**src/rtl/agu_line_secq_unit.sv**
```systemverilog
// agu_line_secq_unit
// Store-AGU helper. It computes the address of the next 128-byte cache line
// within a 16 KB window, along with the wrap carry and the even/odd bank line
// indices. It also runs the pointer security/canonical range check.
// All results are registered once, which lines them up with the TLB-lookup stage.
//
// Optional feature macro: SECQ_CHECK_EN
//   defined   : range check active (non-canonical qualified pointers fault)
//   undefined : check forced to pass; o_secq_ok=1, o_fault=0, o_fault_cnt=0
//
// Ports
//   i_clk        clock, rising edge
//   i_rst        synchronous active-high reset
//   i_en         operation valid this cycle
//   i_addr       64-bit effective address
//   i_cin_secq   security-qualified pointer (1 = check required)
//   i_ptrdiff    pointer-difference op, bypasses the range check
//   o_next_addr  {1'b0,addr[ADD_W-2:0]} + LINE_INC
//   o_line_cross carry out of the adder (next line wraps past 16 KB)
//   o_odd        addr[7]
//   o_even_idx   even-bank line index
//   o_odd_idx    odd-bank line index
//   o_secq_ok    range check pass
//   o_fault      valid & ~secq_ok
//   o_valid      registered i_en
//   o_fault_cnt  saturating fault count since reset
module agu_line_secq_unit #(
  parameter int unsigned ADD_W    = 15,
  parameter int unsigned LINE_INC = 128,
  parameter int unsigned VA_BITS  = 44
) (
  input  logic             i_clk,
  input  logic             i_rst,
  input  logic             i_en,
  input  logic [63:0]      i_addr,
  input  logic             i_cin_secq,
  input  logic             i_ptrdiff,
  output logic [ADD_W-1:0] o_next_addr,
  output logic             o_line_cross,
  output logic             o_odd,
  output logic [4:0]       o_even_idx,
  output logic [4:0]       o_odd_idx,
  output logic             o_secq_ok,
  output logic             o_fault,
  output logic             o_valid,
  output logic [7:0]       o_fault_cnt
);

  localparam int unsigned ExtW = 64 - VA_BITS;

  logic [ADD_W-1:0] w_sum;
  logic             w_ok;
  logic             w_odd;
  logic [4:0]       w_even_idx;
  logic [4:0]       w_odd_idx;

  // Only the low ADD_W-1 address bits feed the adder. The top bit of the sum is
  // the carry.
  assign w_sum = {1'b0, i_addr[ADD_W-2:0]} + ADD_W'(LINE_INC);

  // If the current line is odd, the next line (even) comes from the sum. The
  // odd bank keeps the current index. If the current line is even, the roles
  // swap.
  assign w_odd      = i_addr[7];
  assign w_even_idx = w_odd ? w_sum[12:8]  : i_addr[12:8];
  assign w_odd_idx  = w_odd ? i_addr[12:8] : w_sum[12:8];

`ifdef SECQ_CHECK_EN
  logic w_canon;
  assign w_canon = (i_addr[63:VA_BITS] == {ExtW{i_addr[VA_BITS-1]}});
  assign w_ok    = ~i_cin_secq | i_ptrdiff | w_canon;
`else
  assign w_ok = 1'b1;
`endif

  // Inputs that are left unused when the range check is compiled out.
  logic w_unused;
  assign w_unused = ^{i_addr, i_cin_secq, i_ptrdiff};

  always_ff @(posedge i_clk) begin
    if (i_rst) begin
      o_next_addr  <= '0;
      o_line_cross <= 1'b0;
      o_odd        <= 1'b0;
      o_even_idx   <= '0;
      o_odd_idx    <= '0;
      o_secq_ok    <= 1'b1;
      o_fault      <= 1'b0;
      o_valid      <= 1'b0;
      o_fault_cnt  <= '0;
    end else begin
      // Data outputs track the inputs every cycle. i_en qualifies only valid
      // and fault.
      o_next_addr  <= w_sum;
      o_line_cross <= w_sum[ADD_W-1];
      o_odd        <= w_odd;
      o_even_idx   <= w_even_idx;
      o_odd_idx    <= w_odd_idx;
      o_secq_ok    <= w_ok;
      o_fault      <= i_en & ~w_ok;
      o_valid      <= i_en;
      // The counter follows the registered fault pulse, so it lags by one cycle.
      if (o_fault && (o_fault_cnt != 8'hFF)) begin
        o_fault_cnt <= o_fault_cnt + 8'd1;
      end
    end
  end

endmodule

```
**config.mk**
```make
export PLATFORM = sky130hd
export DESIGN_NAME = agu_line_secq_unit
export DESIGN_NICKNAME = d
export VERILOG_FILES = /design/src/rtl/agu_line_secq_unit.sv
export SDC_FILE = /design/constraint.sdc
export NUM_CORES = 1
export LEC_CHECK = 0
export ABC_CLOCK_PERIOD_IN_PS = 1900
export CAP_MARGIN = 40
export CORE_AREA = 2 2 63 65
export CTS_CLUSTER_DIAMETER = 80
export DETAILED_ROUTE_END_ITERATION = 7
export DIE_AREA = 0 0 65 67
export PLACE_DENSITY = 0.77
export SETUP_SLACK_MARGIN = 0.4
export SKIP_CTS_REPAIR_TIMING = 1
export SLEW_MARGIN = 0
export SYNTH_ARGS = -nofsm -noshare
export SYNTH_HDL_FRONTEND = slang
export SYNTH_SLANG_ARGS = --single-unit
```
**constraint.sdc**
```tcl
create_clock -name i_clk -period 1.9 [get_ports i_clk]
set_clock_uncertainty 0.1 [all_clocks]
set_input_delay 0.57 -clock i_clk [delete_from_list [all_inputs] [get_ports i_clk]]
set_output_delay 0.57 -clock i_clk [all_outputs]
set_load 0.02 [all_outputs]
```
==> results.yml, run 1 <==
critical_path:
  worstPathCellList: "dlymetal6s2s_1"
  cp-end-kind: "output pin"
  crit_buf_inv: 1
  cpPeakStageDelay_ns: 0.33
  cp_max_fo: 2
  crit_type: "reg2out"
  slowest_stage: "dfxtp_1"
  crit_arrival_ns: 0.83
  critPathRequiredTime_ns: 1.23
  setup.worst_path.start_class: "flip-flop"
  cp_top_family: "flip-flops"
final_layout:
  nets: 217
  layout.area.seq_sq_um: 520
  syn2layout_area_growth_pct: 55.7
  final_cell_mix: "26 x dfxtp_1, 19 x clkbuf_2, 15 x dlymetal6s2s_1"
  fillers: 357
  multi_input_area_sq_um: 369
  drive_gt1_share_pct: 27.6
  fin_area_sq_mm: 0.00149
  n_antenna_cell: 0
  layout_commonest_cell: "dfxtp_1"
hold_path:
  hp-class: "in2reg"
  holdPathEnd: "o_odd_idx[4]"
  whs_path_depth: 2
  hold_start: "i_rst"
timing:
  setup_viol: 0
  timing.fmax_ghz: 0.668
  period_share_pct: 78.8
  layout_min_cycle_time_ns: 1.50
  finalHoldViolCount: 0
  rsz0062_at_grt: "true"
  report.final.slew_viol_count: 0
  holdWs_ns: 0.546
  fin_setup_tns_ns: 0
  setup_slack_ns: 0.402
drt:
  routed_wl_microns: 1910
  drt_iter0_markers: 17
  wl_per_cell_microns: 9.88
  final_antenna_net_count: 0
  drc: 0
  vias: 709
  first_pass_iters: 4
  avgViaCountPerCell: 3.67
die:
  coreArea_sq_mm: 0.00361
  dieArea_sq_mm: 0.00436
  io_pins: 107
  rows: 22
  initial_core_util_pct: 26.6
  die_y_microns: 67
  die_w_microns: 65
grt:
  grt_max_degree: 16
  gr-usage-all-layers_pct: 8.57
  antenna_found_initial: 0
  grt_pass1_wl_microns: 2770
  grt_pass1_vias: 608
  grt.overflow.total: 0
placed_design:
  portBuffers: 44
  place_congestion: 0.740
  dpl_cell_area_sq_mm: 0.00148
  dpl.hpwl_microns: 1450
  post-place-ws_ns: -0.208
synth:
  syn_area_sq_um: 960
  synthCells: 93
  synth-seq-cells: 26
  synth_warnings: 0
  yosysSeqAreaShare_pct: 54.2
  syn_avg_cell_area_sq_um: 10.3
  ys_types: 24
clock_tree:
  cts_tree: "done"
  cts_max_level: 1
  cts_buffers: 3
  clock_sinks: 26
  cts_buffer_depth: 2
  clkTransAtPathRegs_ns: 0.09
  cts-root-buf: "clkbuf_8"
pwr:
  ir_worst_vdd_uv: 284
  power_mw: 1.25
  power_density_mw_per_mm2: 837
  p_leak_nw: 0.830
flow_run:
  maxCapViolations: 0
status:
  status: "complete, no violations"
[synth_stat cells]
| cell type | count | area share (%) |
|---|---|---|
| a21oi_1 | 1 | 0.52 |
| nor2_2 | 1 | 0.65 |
| and2b_2 | 1 | 0.91 |
| mux2_4 | 1 | 1.6 |
| conb_1 | 2 | 0.78 |
| nor2b_1 | 11 | 7.2 |
| buf_6 | 1 | 1.2 |
| ha_1 | 2 | 2.6 |
| inv_1 | 1 | 0.39 |
| buf_4 | 12 | 9.4 |
| nor2_1 | 14 | 5.5 |
| and3_4 | 1 | 1.2 |
| nand2_1 | 2 | 0.78 |
| nand3_2 | 1 | 1.0 |
| or3_1 | 1 | 0.65 |
| dfxtp_1 | 26 | 54 |
| clkbuf_1 | 2 | 0.78 |
| nand3_1 | 2 | 1.0 |
| xnor2_1 | 3 | 2.7 |
| xor2_1 | 3 | 2.7 |
| mux2_1 | 2 | 2.3 |
| and3_1 | 1 | 0.65 |
| nand4_1 | 1 | 0.65 |
| o21ai_0 | 1 | 0.52 |
[logic make-up after synthesis]
family          share of synthesized area (%)
other cells                             0.783
fa+ha+maj                                2.61
xor+xnor                                 5.48
compound gates                           1.04
simple gates                             20.2
flops                                    54.2
mux                                      3.91
buf+inv                                  11.7
[routing by layer]
layer	routed length, microns	part of all wire (%)	vias up	GRT usage, %
li1	-	-	370	-
met1	740	39	308	8.83
met2	1010	53	29	15.6
met3	130	6.8	2	1.86
met4	27	1.4	0	5.59
met5	0	0	-	0
[registers in the layout (all words and copies together) (netlist names)]
name	flops
o_odd_idx	5
o_odd	1
o_valid	1
o_next_addr	14
o_even_idx	5
[worst max path at each step]
stage / startpoint / to / depth (start not counted)
floorplan: i_addr[7] / o_next_addr[13] / 4
global route: o_even_idx[0] / o_even_idx[0] / 1
global placement: i_addr[7] / o_next_addr[13] / 5
CTS: o_even_idx[0] / o_even_idx[0] / 1
detailed placement: i_addr[7] / o_next_addr[13] / 5
finish: o_even_idx[0] / o_even_idx[0] / 1
[power by group]
part | internal [mW] | switching [mW] | total, mW
clock | 0.282 | 0.172 | 0.454
sequential | 0.577 | 0.00729 | 0.584
combinational | 0.0966 | 0.116 | 0.212
[through the flow]
step	util (%)	std cells
after floorplan	-	101
final	41.4	193
after CTS	42.9	193
after global placement	40.9	189
after global routing	41.4	193
after detailed placement	40.9	189
[final cells by class]
| type | instances | area share (%) |
|---|---|---|
| sequential | 26 | 34.8 |
| clock inverter | 1 | 2.01 |
| clock buffer | 3 | 2.76 |
| timing repair buffer | 55 | 31.4 |
| inverter | 1 | 0.251 |
| multi-input combinational | 59 | 24.7 |
| tap | 48 | 4.02 |
Power figures use the tool's default switching activity.
==> run 2: changes to the inputs <==
- ABC_CLOCK_PERIOD_IN_PS: 1900 -> 1600
- clock period: 1.9 -> 1.6 ns (I/O delays scaled with it)
==> run 2 against run 1 <==
  * Clock power fell by 11%
  * Critical path depth unchanged
  * Sequential power is 22% higher
  * Combinational power increased by 41%
  * Hold slack worse by 0.16 ns
  * Die area unchanged
  * Critical endpoint is now o_next_addr[8]
  * Largest cell class is now non-clock buffers
==> results.yml, run 2 (synthesized netlist as in run 1, its figures left out) <==
final_layout:
  multi_input_area_sq_um: 400
  top_regs: "o_next_addr: 14 flops, o_even_idx: 5 flops, o_odd_idx: 5 flops"
  nets: 220
  final_cells: 196
  drive_gt1_share_pct: 58.1
  layout.area.seq_sq_um: 553
  regMostFlops: "o_next_addr"
  finalCoreUtilization_pct: 46.2
  syn2layout_area_growth_pct: 73.7
  fillers: 345
  largest_reg_flops: 14
  final_cell_mix: "31 x buf_6, 26 x dfxtp_2, 14 x nor2_1"
  n_antenna_cell: 0
  layout_commonest_cell: "buf_6"
die:
  die_w_microns: 65
  die_y_microns: 67
  initial_core_util_pct: 26.6
  dieArea_sq_mm: 0.00436
  coreArea_sq_mm: 0.00361
  io_pins: 107
  rows: 22
drt:
  drt_iter0_markers: 14
  avgViaCountPerCell: 3.72
  routed_wl_microns: 1870
  drc: 0
  first_pass_iters: 4
  vias: 729
  wl_per_cell_microns: 9.52
  final_antenna_net_count: 0
pwr:
  power_density_mw_per_mm2: 849
  combinationalPowerShare_pct: 21.1
  ir_worst_vdd_uv: 287
  internal_power_mw: 1.07
  power_mw: 1.41
  switching_share_pct: 24.4
  p_leak_nw: 0.775
  seqPwrFrac_pct: 50.2
  clock_power_share_pct: 28.7
  power.switching_uw: 345
timing:
  rsz0062_at_grt: "true"
  report.final.slew_viol_count: 0
  holdWs_ns: 0.390
  layout_min_cycle_time_ns: 1.31
  timing.fmax_ghz: 0.765
  setup_viol: 0
  finalHoldViolCount: 0
  period_share_pct: 81.7
placed_design:
  dpl.hpwl_microns: 1420
  dp.cells: 191
  place_congestion: 0.684
  portBuffers: 44
clock_tree:
  cts_buffers: 3
  cts_buffer_depth: 2
  cts_max_level: 1
  clock_sinks: 26
  cts-root-buf: "clkbuf_8"
  clkTransAtPathRegs_ns: 0.08
  cts_tree: "done"
grt:
  grt_max_degree: 19
  grt_pass1_vias: 664
  grt.overflow.total: 0
  gr-usage-all-layers_pct: 8.61
  antenna_found_initial: 0
  grt_pass1_wl_microns: 2790
critical_path:
  cp-end-kind: "output pin"
  slowest_stage: "dfxtp_2"
  cpPeakStageDelay_ns: 0.35
  crit_type: "reg2out"
  worstPathCellList: "buf_6"
  setup.worst_path.start_class: "flip-flop"
  crit_arrival_ns: 0.73
  cp_max_fo: 2
  critPathRequiredTime_ns: 1.02
  cp_top_family: "flip-flops"
  crit_buf_inv: 1
flow_run:
  maxCapViolations: 0
hold_path:
  hp-class: "in2reg"
status:
  status: "complete, no violations"
==> run 2: per-stage QoR <==
stage                     setup slack (ns)  TNS (ns)  instance area (sq um)
after CTS                           -0.204     -4.85                   1570
after global placement              -0.358     -3.43                   1520
after detailed placement            -0.364     -3.61                   1520
after floorplan                      0.230         0                   1030
after global routing                 0.259         0                   1670
final                                0.293         0                   1670
==> run 2: path summary, 6_finish.rpt <==
kind | startpoint | endpoint | slack [ns] | cells past startpoint
max | o_even_idx[0] | o_next_addr[8] | 0.29 | 1
min | i_rst | o_odd_idx[4] | 0.39 | 2
==> run 2: layer usage <==
layer  track usage, %  vias to the layer above  wire length, microns
li1                 -                      375                     -
met1             8.65                      316                   697
met2             15.3                       36                   958
met3             3.21                        2                   181
met4             4.79                        0                    27
met5                0                        -                     0
==> run 2: layout make-up <==
class / instances / area share, %
clock buffers: 4 / 3.30
flip-flops and latches: 26 / 33.2
multi-input cells: 59 / 24.0
repair buffers: 58 / 35.7
well taps: 48 / 3.60
inverters: 1 / 0.225
==> run 2: power by group through the flow <==
stage	Sequential (mW)	Clock [mW]	Combinational [mW]
6_report	0.710	0.406	0.299
5_1_grt	0.713	0.455	0.321
4_1_cts	0.695	0.427	0.294
3_5_place_dp	0.710	0	0.292
3_3_place_gp	0.709	0	0.289
2_1_floorplan	0.760	0	0.108
